## src/rtl/cache_pkg.sv

```systemverilog
// Shared types and helpers for the direct-mapped write-through cache.
package cache_pkg;

  typedef enum logic [1:0] {
    IDLE  = 2'd0,
    FILL  = 2'd1,
    WRITE = 2'd2
  } cache_state_t;

  // Replace the enabled byte lanes of old_word with those of new_word.
  function automatic logic [31:0] merge_be(input logic [31:0] old_word,
                                           input logic [31:0] new_word,
                                           input logic [3:0]  be);
    logic [31:0] res;
    res = old_word;
    for (int i = 0; i < 4; i++) begin
      if (be[i]) res[8*i +: 8] = new_word[8*i +: 8];
    end
    return res;
  endfunction

endpackage

```

## src/rtl/cache_line_store.sv

```systemverilog
// Valid/tag/data storage for one-word lines: combinational read port,
// single byte-enabled write port, and a clear-all for flushing.
module cache_line_store
  import cache_pkg::*;
#(
  parameter int LINES = 16,
  parameter int IDX_W = $clog2(LINES),
  parameter int TAG_W = 30 - IDX_W
) (
  input  logic             clk,
  input  logic             reset,
  input  logic             clear_all,
  input  logic [IDX_W-1:0] rd_idx,
  output logic             rd_valid,
  output logic [TAG_W-1:0] rd_tag,
  output logic [31:0]      rd_data,
  input  logic             wr_en,
  input  logic [IDX_W-1:0] wr_idx,
  input  logic [TAG_W-1:0] wr_tag,
  input  logic [31:0]      wr_data,
  input  logic [3:0]       wr_be
);

  logic [LINES-1:0] valid_q;
  logic [TAG_W-1:0] tag_q  [LINES];
  logic [31:0]      data_q [LINES];

  assign rd_valid = valid_q[rd_idx];
  assign rd_tag   = tag_q[rd_idx];
  assign rd_data  = data_q[rd_idx];

  // Valid bits: cleared by reset or flush, set when a line is written.
  always_ff @(posedge clk or posedge reset) begin
    if (reset) begin
      valid_q <= '0;
    end else if (clear_all) begin
      valid_q <= '0;
    end else if (wr_en) begin
      valid_q[wr_idx] <= 1'b1;
    end
  end

  // Tag and data arrays carry no reset; valid gates their use.
  always_ff @(posedge clk) begin
    if (wr_en) begin
      tag_q[wr_idx]  <= wr_tag;
      data_q[wr_idx] <= merge_be(data_q[wr_idx], wr_data, wr_be);
    end
  end

endmodule

```

## src/rtl/avalon_dm_cache.sv

```systemverilog
// Direct-mapped, write-through, no-write-allocate cache between an
// Avalon-MM CPU master and main memory. Read hits complete with zero
// wait states; misses and all writes go to memory.
module avalon_dm_cache
  import cache_pkg::*;
#(
  parameter int LINES = 16,
  parameter int CNT_W = 16
) (
  input  logic             clk,
  input  logic             reset,
  input  logic [31:0]      s_address,
  input  logic             s_read,
  input  logic             s_write,
  input  logic [31:0]      s_writedata,
  input  logic [3:0]       s_byteenable,
  output logic             s_waitrequest,
  output logic [31:0]      s_readdata,
  output logic [31:0]      m_address,
  output logic             m_read,
  output logic             m_write,
  output logic [31:0]      m_writedata,
  output logic [3:0]       m_byteenable,
  input  logic             m_waitrequest,
  input  logic [31:0]      m_readdata,
  input  logic             flush,
  output logic [CNT_W-1:0] hit_count,
  output logic [CNT_W-1:0] miss_count
);

  localparam int IDX_W = $clog2(LINES);
  localparam int TAG_W = 30 - IDX_W;

  cache_state_t     state_q;
  logic             m_read_q;
  logic             m_write_q;
  logic [29:0]      req_addr_q;
  logic [31:0]      req_wdata_q;
  logic [3:0]       req_be_q;
  logic [31:0]      rd_hold_q;
  logic [CNT_W-1:0] hit_count_q;
  logic [CNT_W-1:0] miss_count_q;

  logic             idle;
  logic [29:0]      lk_addr;
  logic [IDX_W-1:0] lk_idx;
  logic [TAG_W-1:0] lk_tag;
  logic             line_valid;
  logic [TAG_W-1:0] line_tag;
  logic [31:0]      line_data;
  logic             hit;
  logic             start_write;
  logic             start_read;
  logic             rd_hit_acc;
  logic             rd_miss;
  logic             fill_done;
  logic             write_done;
  logic             st_wr_en;
  logic [31:0]      st_wr_data;
  logic [3:0]       st_wr_be;
  logic             unused_addr_bits;

  assign unused_addr_bits = ^s_address[1:0];

  // In IDLE the lookup follows the live CPU address; once a transaction
  // is underway it uses the address captured at acceptance.
  assign idle    = (state_q == IDLE);
  assign lk_addr = idle ? s_address[31:2] : req_addr_q;
  assign lk_idx  = lk_addr[IDX_W-1:0];
  assign lk_tag  = lk_addr[29:IDX_W];
  assign hit     = line_valid && (line_tag == lk_tag);

  // flush blocks every new accept in IDLE.
  assign start_write = idle && !flush && s_write;
  assign start_read  = idle && !flush && s_read && !s_write;
  assign rd_hit_acc  = start_read && hit;
  assign rd_miss     = start_read && !hit;
  assign fill_done   = (state_q == FILL)  && !m_waitrequest;
  assign write_done  = (state_q == WRITE) && !m_waitrequest;

  assign s_waitrequest = reset || !(rd_hit_acc || fill_done || write_done);
  assign s_readdata    = rd_hit_acc ? line_data :
                         fill_done  ? m_readdata : rd_hold_q;

  assign m_read       = m_read_q;
  assign m_write      = m_write_q;
  assign m_address    = {lk_addr, 2'b00};
  assign m_writedata  = idle ? s_writedata : req_wdata_q;
  assign m_byteenable = m_write_q ? req_be_q : 4'hF;

  assign hit_count  = hit_count_q;
  assign miss_count = miss_count_q;

  // A fill writes the full word; a write hit merges only enabled bytes.
  assign st_wr_en   = fill_done || (write_done && hit);
  assign st_wr_data = fill_done ? m_readdata : req_wdata_q;
  assign st_wr_be   = fill_done ? 4'hF : req_be_q;

  cache_line_store #(
    .LINES (LINES),
    .IDX_W (IDX_W),
    .TAG_W (TAG_W)
  ) u_store (
    .clk       (clk),
    .reset     (reset),
    .clear_all (idle && flush),
    .rd_idx    (lk_idx),
    .rd_valid  (line_valid),
    .rd_tag    (line_tag),
    .rd_data   (line_data),
    .wr_en     (st_wr_en),
    .wr_idx    (lk_idx),
    .wr_tag    (lk_tag),
    .wr_data   (st_wr_data),
    .wr_be     (st_wr_be)
  );

  // Transaction FSM: captures the request on entry and owns the
  // registered memory strobes.
  always_ff @(posedge clk or posedge reset) begin
    if (reset) begin
      state_q     <= IDLE;
      m_read_q    <= 1'b0;
      m_write_q   <= 1'b0;
      req_addr_q  <= '0;
      req_wdata_q <= '0;
      req_be_q    <= '0;
    end else begin
      case (state_q)
        IDLE: begin
          if (start_write) begin
            state_q     <= WRITE;
            m_write_q   <= 1'b1;
            req_addr_q  <= s_address[31:2];
            req_wdata_q <= s_writedata;
            req_be_q    <= s_byteenable;
          end else if (rd_miss) begin
            state_q     <= FILL;
            m_read_q    <= 1'b1;
            req_addr_q  <= s_address[31:2];
          end
        end
        FILL: begin
          if (!m_waitrequest) begin
            state_q  <= IDLE;
            m_read_q <= 1'b0;
          end
        end
        WRITE: begin
          if (!m_waitrequest) begin
            state_q   <= IDLE;
            m_write_q <= 1'b0;
          end
        end
        default: begin
          state_q   <= IDLE;
          m_read_q  <= 1'b0;
          m_write_q <= 1'b0;
        end
      endcase
    end
  end

  // Read-data hold register, reloaded on every accepted read.
  always_ff @(posedge clk or posedge reset) begin
    if (reset) begin
      rd_hold_q <= '0;
    end else if (rd_hit_acc || fill_done) begin
      rd_hold_q <= s_readdata;
    end
  end

  // Saturating hit/miss statistics; a miss counts once, on leaving IDLE.
  always_ff @(posedge clk or posedge reset) begin
    if (reset) begin
      hit_count_q  <= '0;
      miss_count_q <= '0;
    end else begin
      if (rd_hit_acc && (hit_count_q != '1))
        hit_count_q <= hit_count_q + CNT_W'(1);
      if (rd_miss && (miss_count_q != '1))
        miss_count_q <= miss_count_q + CNT_W'(1);
    end
  end

endmodule
```

## config.mk

```make
export PLATFORM = sky130hd
export DESIGN_NAME = avalon_dm_cache
export DESIGN_NICKNAME = d
export VERILOG_FILES = /design/src/rtl/cache_pkg.sv /design/src/rtl/cache_line_store.sv /design/src/rtl/avalon_dm_cache.sv
export SDC_FILE = /design/constraint.sdc
export NUM_CORES = 1
export LEC_CHECK = 0
export CAP_MARGIN = 20
export CORE_MARGIN = 2
export CORE_UTILIZATION = 45
export CTS_CLUSTER_SIZE = 30
export DETAILED_ROUTE_END_ITERATION = 16
export GPL_TIMING_DRIVEN = 0
export MAX_ROUTING_LAYER = met4
export SYNTH_ARGS = -nofsm -noshare
export SYNTH_HDL_FRONTEND = slang
export SYNTH_HIERARCHICAL = 1
export SYNTH_SLANG_ARGS = --single-unit
```

## constraint.sdc

```tcl
create_clock -name clk -period 8.3 [get_ports clk]
set_input_delay 0.83 -clock clk [delete_from_list [all_inputs] [get_ports clk]]
set_output_delay 0.83 -clock clk [all_outputs]
set_load 0.02 [all_outputs]
```

# Word level (Yosys, flattened, before mapping)
# Memories as Yosys holds them, arrays and structs flattened.
# Cells that the tools add are included.
# totals
ff_bits	150
latchBits	0
ram_bits	928
romBits	0
input_bits	106
output_inout_bits	135
elab_cells	98
memories	2
# memory_table
memory	depth	width	read_ports	rd_clocked_by_memory_dff	wr	line_no	text
u_store.data_q	16	32	1	0	1	cache_line_store.sv:26	logic [31:0] data_q [LINES];
u_store.tag_q	16	26	1	0	1	cache_line_store.sv:25	logic [TAG_W-1:0] tag_q [LINES];
# op_classes
addsub	2
n_mul	0
n_div	0
n_lt_le_gt_ge	2
n_eq_ne	12
shift	0
n_mux	35
n_bitwise	3
n_reduce_logical	32
# op_table
op	n
$mux W32	4
$mux W30	3
$mux W8	8
$add A16 B1 Y16 const B	2
$mux W16	2
$ne A16 B16 Y1 const B	2
$eq A26 B26 Y1	1
$or A16 B16 Y16	1
$logic_and A1 B1 Y1	14
$mux W1	8
$mux W4	2
$ne A2 B2 Y1 const B	4
$mux W2	3
$pmux W1 S3	2
$reduce_and A2 Y1	3
$logic_not A1 Y1	5
$lt A4 B5 Y1 const B	1
$bmux W1 S4	1
$demux W1 S4	1
$ge A4 B1 Y1 const B	1
$logic_or A1 B1 Y1	4
$ne A2 B1 Y1 const B	2
$pmux W2 S2	1
$reduce_and A4 Y1	1
8 further kinds	10

# Logic depth before layout (Yosys ltp)
# logic_depth
word_depth	10
ltp_mapped	21
mapped_depth_nobuf	15

# Modules after synthesis
# The synthesis kept the hierarchy.
# by_module_without_submodules
module	instances	cells_each	area_per_inst_um2	seq_area_each_um2
cache_line_store	1	1549	35780.6	28267.1
avalon_dm_cache	1	647	7574.8	3353.2

# Worst setup path before layout
# OpenSTA, ideal clock, no wires.
# synth_timing
path_kind	reg-to-reg
startpoint	register state_q[1]
endpoint	memory u_store.data_q[0][0] (enable)
setup_ns	0.333
arrival_ns	7.319
required_ns	7.967
path_slack_ns	0.648
stages_incl_launch_ff	21
path_buffers	5
period_less_slack_ns	7.652
cell_sequence	dfrtp_1 -> inv_1 -> ha_1 -> buf_2 -> buf_1 -> mux2_2 -> buf_2 -> buf_2 -> mux4_2 -> a22oi_1 -> nand2_1 -> xor2_1 -> nor4_2 -> nand4_2 -> nor3_4 -> buf_2 -> a21oi_1 -> nor2_1 -> or3b_2 -> nor3_1 -> and2_1
# synth_via
elab_chain_len	9
word_cells_on_any_way	15
classes_between	3 x eq/ne; 5 x mux; 6 x reduce/logical; 1 x memory
# synth_lines
element	line_no	text
start, declared	avalon_dm_cache.sv:34	cache_state_t state_q;
start signal, assigned	avalon_dm_cache.sv:122	state_q <= IDLE;
start signal, assigned	avalon_dm_cache.sv:132	state_q <= WRITE;
start signal, assigned	avalon_dm_cache.sv:138	state_q <= FILL;
$logic_not A2 Y1	avalon_dm_cache.sv:67	assign idle = (state_q == IDLE);
via idle	avalon_dm_cache.sv:44	logic idle;
$mux W30	avalon_dm_cache.sv:68	assign lk_addr = idle ? s_address[31:2] : req_addr_q;
via m_address[2]	avalon_dm_cache.sv:19	output logic [31:0] m_address,
$mem_v2 Z16 W26	-	
via line_tag[6]	avalon_dm_cache.sv:49	logic [TAG_W-1:0] line_tag;
$eq A26 B26 Y1	avalon_dm_cache.sv:71	assign hit = line_valid && (line_tag == lk_tag);
$logic_and A1 B1 Y1	avalon_dm_cache.sv:71	
$logic_and A1 B1 Y1	avalon_dm_cache.sv:95	assign st_wr_en = fill_done || (write_done && hit);
$logic_or A1 B1 Y1	avalon_dm_cache.sv:95	
via st_wr_en	avalon_dm_cache.sv:58	logic st_wr_en;
$mux W1	cache_line_store.sv:45	if (wr_en) begin
$mux W1 (not written as such)	cache_line_store.sv:47	data_q[wr_idx] <= merge_be(data_q[wr_idx], wr_data, wr_be);
end, declared	cache_line_store.sv:26	
# The timed path passes the listed nets, and every way through them passes these cells. The select of a mux whose other input is x is not followed.

# Worst setup path in the final report
# layout_timing
startpoint	register state_q[1]
endpoint	output s_readdata[29]
# layout_via
elab_chain_len	7
word_cells_on_any_way	16
classes_between	2 x eq/ne; 5 x mux; 7 x reduce/logical; 2 x memory
# layout_lines
element	line_no	text
$logic_not A2 Y1	avalon_dm_cache.sv:67	
via idle	avalon_dm_cache.sv:44	
$mux W30	avalon_dm_cache.sv:68	
$mem_v2 Z16 W26	-	
via line_tag[13]	avalon_dm_cache.sv:49	
$eq A26 B26 Y1	avalon_dm_cache.sv:71	
$logic_and A1 B1 Y1	avalon_dm_cache.sv:71	
$logic_and A1 B1 Y1	avalon_dm_cache.sv:76	assign rd_hit_acc = start_read && hit;
$mux W32	avalon_dm_cache.sv:82	assign s_readdata = rd_hit_acc ? line_data :
end, declared	avalon_dm_cache.sv:18	output logic [31:0] s_readdata,
# The timed path passes the listed nets, and every way through them passes these cells. The select of a mux whose other input is x is not followed.

==> results summary <==
Summed over all instances, the cell type with the most area after synthesis is sky130_fd_sc_hd__edfxtp_1. The top-area cell type share of the netlist area came out at 64.3%. After synthesis the netlist holds a flip-flop and latch count of roughly 1100. The clock latency reported for the late side of the worst-skew pair came out at between 600 and 700 ps. The arrival time reported for the critical path endpoint is slightly above 7000 ps.

The fraction of the cycle the final worst path needs is 97.4%. The run finished with clean final reports. The share of final-layout standard cells stronger than drive strength 1 is around a quarter. Cells fill 54.3% of the core in the end. The post-detailed-routing wire length came out at approximately 110000 um.

The number of iterations in the first detailed-routing pass is 5. The H-tree was split into 3 levels. The number of buffers added on ports is ~240.

Once the floorplan was initialized, standard cells occupied 45.5% of the core. By count the netlist is led by sky130_fd_sc_hd__edfxtp_1 (928), sky130_fd_sc_hd__mux4_2 (236), sky130_fd_sc_hd__dfrtp_1 (150). The fraction of registers with async set or reset after synthesis is between 10% and 20%.

Summed over all nets, the half-perimeter wirelength after detailed placement is ~76000 um. The start-to-end type of the worst setup path is flop to output pin. STA classifies the critical path endpoint as an output pin.

The combined area of all synthesized cells is ~43000 um^2. The DRC violation count after routing came out at 0. The class of the tightest hold or removal check is flop to flop. The number of pins exceeding their max-slew limit in the final report is 0. The most common cell in the synthesized netlist is sky130_fd_sc_hd__edfxtp_1. The horizontal extent of the die came out at 314 um.

Setup violations remaining at the end of the flow were counted as 0. The number of buffers created by CTS is about 110. The count of cell types in the netlist came out at 49. The prevailing post-synth register cell is sky130_fd_sc_hd__edfxtp_1.

The first routing iteration left 2369 violations. The TritonCTS sink count came out at approximately 1100. The number of antenna violations at the first check in global routing is 5. The power per unit of standard cell area came out at around 370 nW/um^2. The layout overhead on the synthesized area came out at 19.4%. By area the synthesized netlist is led by sky130_fd_sc_hd__edfxtp_1 (64%), sky130_fd_sc_hd__mux4_2 (12%), sky130_fd_sc_hd__dfrtp_1 (8.7%).

The remaining antenna violation count after routing is 0. CTS placed an instance of sky130_fd_sc_hd__clkbuf_16 at the clock tree root. The clock slew seen by the registers of the worst setup and hold paths is roughly 60 ps.

The worst pin sits at a relative slew slack of between 20 and 30%. The leakage dissipation came out at about 18 nW. The sequential cell area came out at about 32000 um^2. The height of the die came out at roughly 310 um. The overall track demand over capacity in global routing is 24.0%. The number of hold-slack violations in the final timing report is 0. Summing over every cut layer, the via total after detailed routing is around 23000. The count of filler cells inserted in the layout came out at roughly 7400.

Routability-driven placement finished with a final weighted congestion of just over 0.8. The detail-routed net length per standard cell came out at 28.7 um. The total die area came out at roughly 99000 um^2. In the routed layout, each cell is associated on average with a via count of 5.84. Summing the sequential cell areas from Yosys gives between 70% and 80% of the chip area.

The global-route wire length before repair came out at around 170000 um. STA classifies the critical path startpoint as a flop. The floorplan has 113 rows. The number of nets in the final layout came out at between 2000 and 3000. Setup repair after global routing left no endpoint under its margin. IR analysis of the VDD net gives a maximum drop of between 200 and 250 uV.

The final-layout setup total negative slack came out at 0 ps. Across the routed clock network, the largest skew measured is around 26 ps. The total congestion overflow after global routing came out at 0.

The TritonCTS clock tree is done. The pin count of the biggest net entering global routing came out at 83. The time the worst path needs with I/O delays and setup came out at roughly 8100 ps. The area of combinational cells with multiple inputs is 11300 um^2.

During synthesis, Yosys emitted a total of 6 warnings. The number of buffers between clock root and the deepest sink came out at 3. Across the run, the number of max-cap violations was 0. The data required time at the worst endpoint came out at 7470 ps. The area of all placed cells without fillers is about 52000 um^2.

The number of top-level pins came out at 241. The via count of the first global-routing pass came to 24100. The maximum fanout along the worst path came out at 19. The mean post-synth cell area came out at about 20 um^2. The count of flip-flops with a built-in enable after synthesis came out at roughly 930.

The placed instances occupy a cell area of 47900 um^2. The number of cells produced by synthesis is roughly 2200. The highest clock rate is around 120 MHz. At the pin with the least slew margin, the transition time is around 1100 ps. In this run the standard cell core region covers between 90000 and 100000 um^2.
## stage by stage
stage                     power [mW]  hold slack (ps)  instances  setup slack, ps
after global placement          14.0              483       3697            -5860
after detailed placement        14.1              479       3727            -1750
after CTS                       19.2              491       3951             43.6
after floorplan                 11.5              475       2197              648
final                           19.1              486       3952              213
after global routing            19.9              514       3952             5.68
## power breakdown
part	internal, mW	switching [mW]	total (mW)
Combinational	2.72	4.15	6.87
Sequential	6.99	0.192	7.18
Clock	2.97	2.05	5.02
## final cells by class
cell class / count / share of cell area (%)
antenna: 1 / 0.00483
sequential: 1078 / 61.1
clock inverter: 61 / 1.18
buffer: 122 / 1.22
inverter: 7 / 0.0604
timing repair buffer: 282 / 5.73
multi-input combinational: 989 / 21.7
clock buffer: 147 / 5.94
tap: 1265 / 3.06
## worst max-delay path, stage by stage (launching register included)
cell and delay, ps:
sky130_fd_sc_hd__dfrtp_1 410, sky130_fd_sc_hd__inv_1 120, sky130_fd_sc_hd__ha_1 310, sky130_fd_sc_hd__buf_6 430, sky130_fd_sc_hd__mux2_2 500, sky130_fd_sc_hd__nor2b_1 140, sky130_fd_sc_hd__clkbuf_1 440, sky130_fd_sc_hd__clkbuf_1 730
sky130_fd_sc_hd__a22oi_1 290, sky130_fd_sc_hd__nand2_1 140, sky130_fd_sc_hd__xor2_1 140, sky130_fd_sc_hd__nor4_2 550, sky130_fd_sc_hd__nand4_2 270, sky130_fd_sc_hd__nor4_4 190, sky130_fd_sc_hd__buf_4 200, sky130_fd_sc_hd__buf_6 190
sky130_fd_sc_hd__buf_4 250, sky130_fd_sc_hd__nand2_1 130, sky130_fd_sc_hd__o21ai_0 350, sky130_fd_sc_hd__clkdlybuf4s50_1 760
## flip-flops by register name, indices dropped and copies added (netlist names), 4 cells and up
name             cells
hit_count           16
miss_count          16
rd_hold_q           32
req_addr_q          30
req_be_q             4
req_wdata_q         32
u_store/data_q     512
u_store/tag_q      416
u_store/valid_q     16
## timing repair
action | 4_1_cts | 5_1_grt
endpoints found under the setup margin | 977 | 298
pin swaps | 8 | 0
hold buffers | 0 | 0
gates resized for setup | 8 | 15
setup buffers | 17 | 0
## cell families after synthesis
group                    Yosys count  synth area share (%)
AO/OA/AOI/OAI                    218                  3.45
adder cells (fa/ha/maj)            5                 0.144
AND/OR/NAND/NOR                  279                  3.39
other                              1               0.00865
flip-flops                      1078                  72.9
XOR/XNOR                          52                  1.05
buffers and inverters            130                  1.46
multiplexers                     433                  17.6
## worst paths after layout
path	startpoint	to	slack [ps]	cells past startpoint
worst max-delay path	state_q[1]	s_readdata[29]	210	19
worst min-delay path	hit_count[10]	hit_count[10]	490	1
worst max register to register	state_q[1]	u_store/data_q[4][27]	240	20
worst min register to register	hit_count[10]	hit_count[10]	490	1
max in group asynchronous	reset	hit_count[0]	6740	3
min in group asynchronous	reset	state_q[0]	640	2
## cells in the final DEF (no fill, tap or decap), types with 8 or more instances in the layout
cell                              netlist  layout
sky130_fd_sc_hd__nor2_1                21       9
sky130_fd_sc_hd__o21ba_2               16      16
sky130_fd_sc_hd__edfxtp_1             928     928
sky130_fd_sc_hd__buf_2                 40      34
sky130_fd_sc_hd__buf_4                  3      22
sky130_fd_sc_hd__clkbuf_1              50      69
sky130_fd_sc_hd__buf_1                 18      16
sky130_fd_sc_hd__clkinv_1               0      20
sky130_fd_sc_hd__clkinv_2               0      18
sky130_fd_sc_hd__mux2i_1               32      32
sky130_fd_sc_hd__nor4_1                11      11
sky130_fd_sc_hd__nand2_1              105     105
sky130_fd_sc_hd__a22oi_1              119     119
sky130_fd_sc_hd__mux4_2               236     236
sky130_fd_sc_hd__nand4_1               14      14
sky130_fd_sc_hd__xor2_1                37      37
sky130_fd_sc_hd__bufinv_16              0      12
sky130_fd_sc_hd__buf_6                 11      25
sky130_fd_sc_hd__nor2_4                 0      12
sky130_fd_sc_hd__xnor2_1               15      15
sky130_fd_sc_hd__and2_1                69      69
sky130_fd_sc_hd__clkdlybuf4s50_1        0     235
sky130_fd_sc_hd__mux2_2               129     127
sky130_fd_sc_hd__nand3_1               13      13
sky130_fd_sc_hd__clkbuf_16              0     115
sky130_fd_sc_hd__o21ai_0               67      67
sky130_fd_sc_hd__buf_12                 0      13
sky130_fd_sc_hd__dfrtp_1              150     150
sky130_fd_sc_hd__clkbuf_8               0       8
sky130_fd_sc_hd__mux2_4                33      35
sky130_fd_sc_hd__nand2b_1              13      13
## layer usage
metal / wire [um] / vias up / track usage, % / part of all wire [%]
met1: 47700 / 12300 / 33.2 / 42
met4: 2650 / 0 / 6.23 / 2.3
met5: 0 / - / - / 0
met2: 54600 / 890 / 37.2 / 48
met3: 8420 / 162 / 4.41 / 7.4
li1: - / 9725 / - / -
Note: power is estimated with default switching activity, not from simulation.
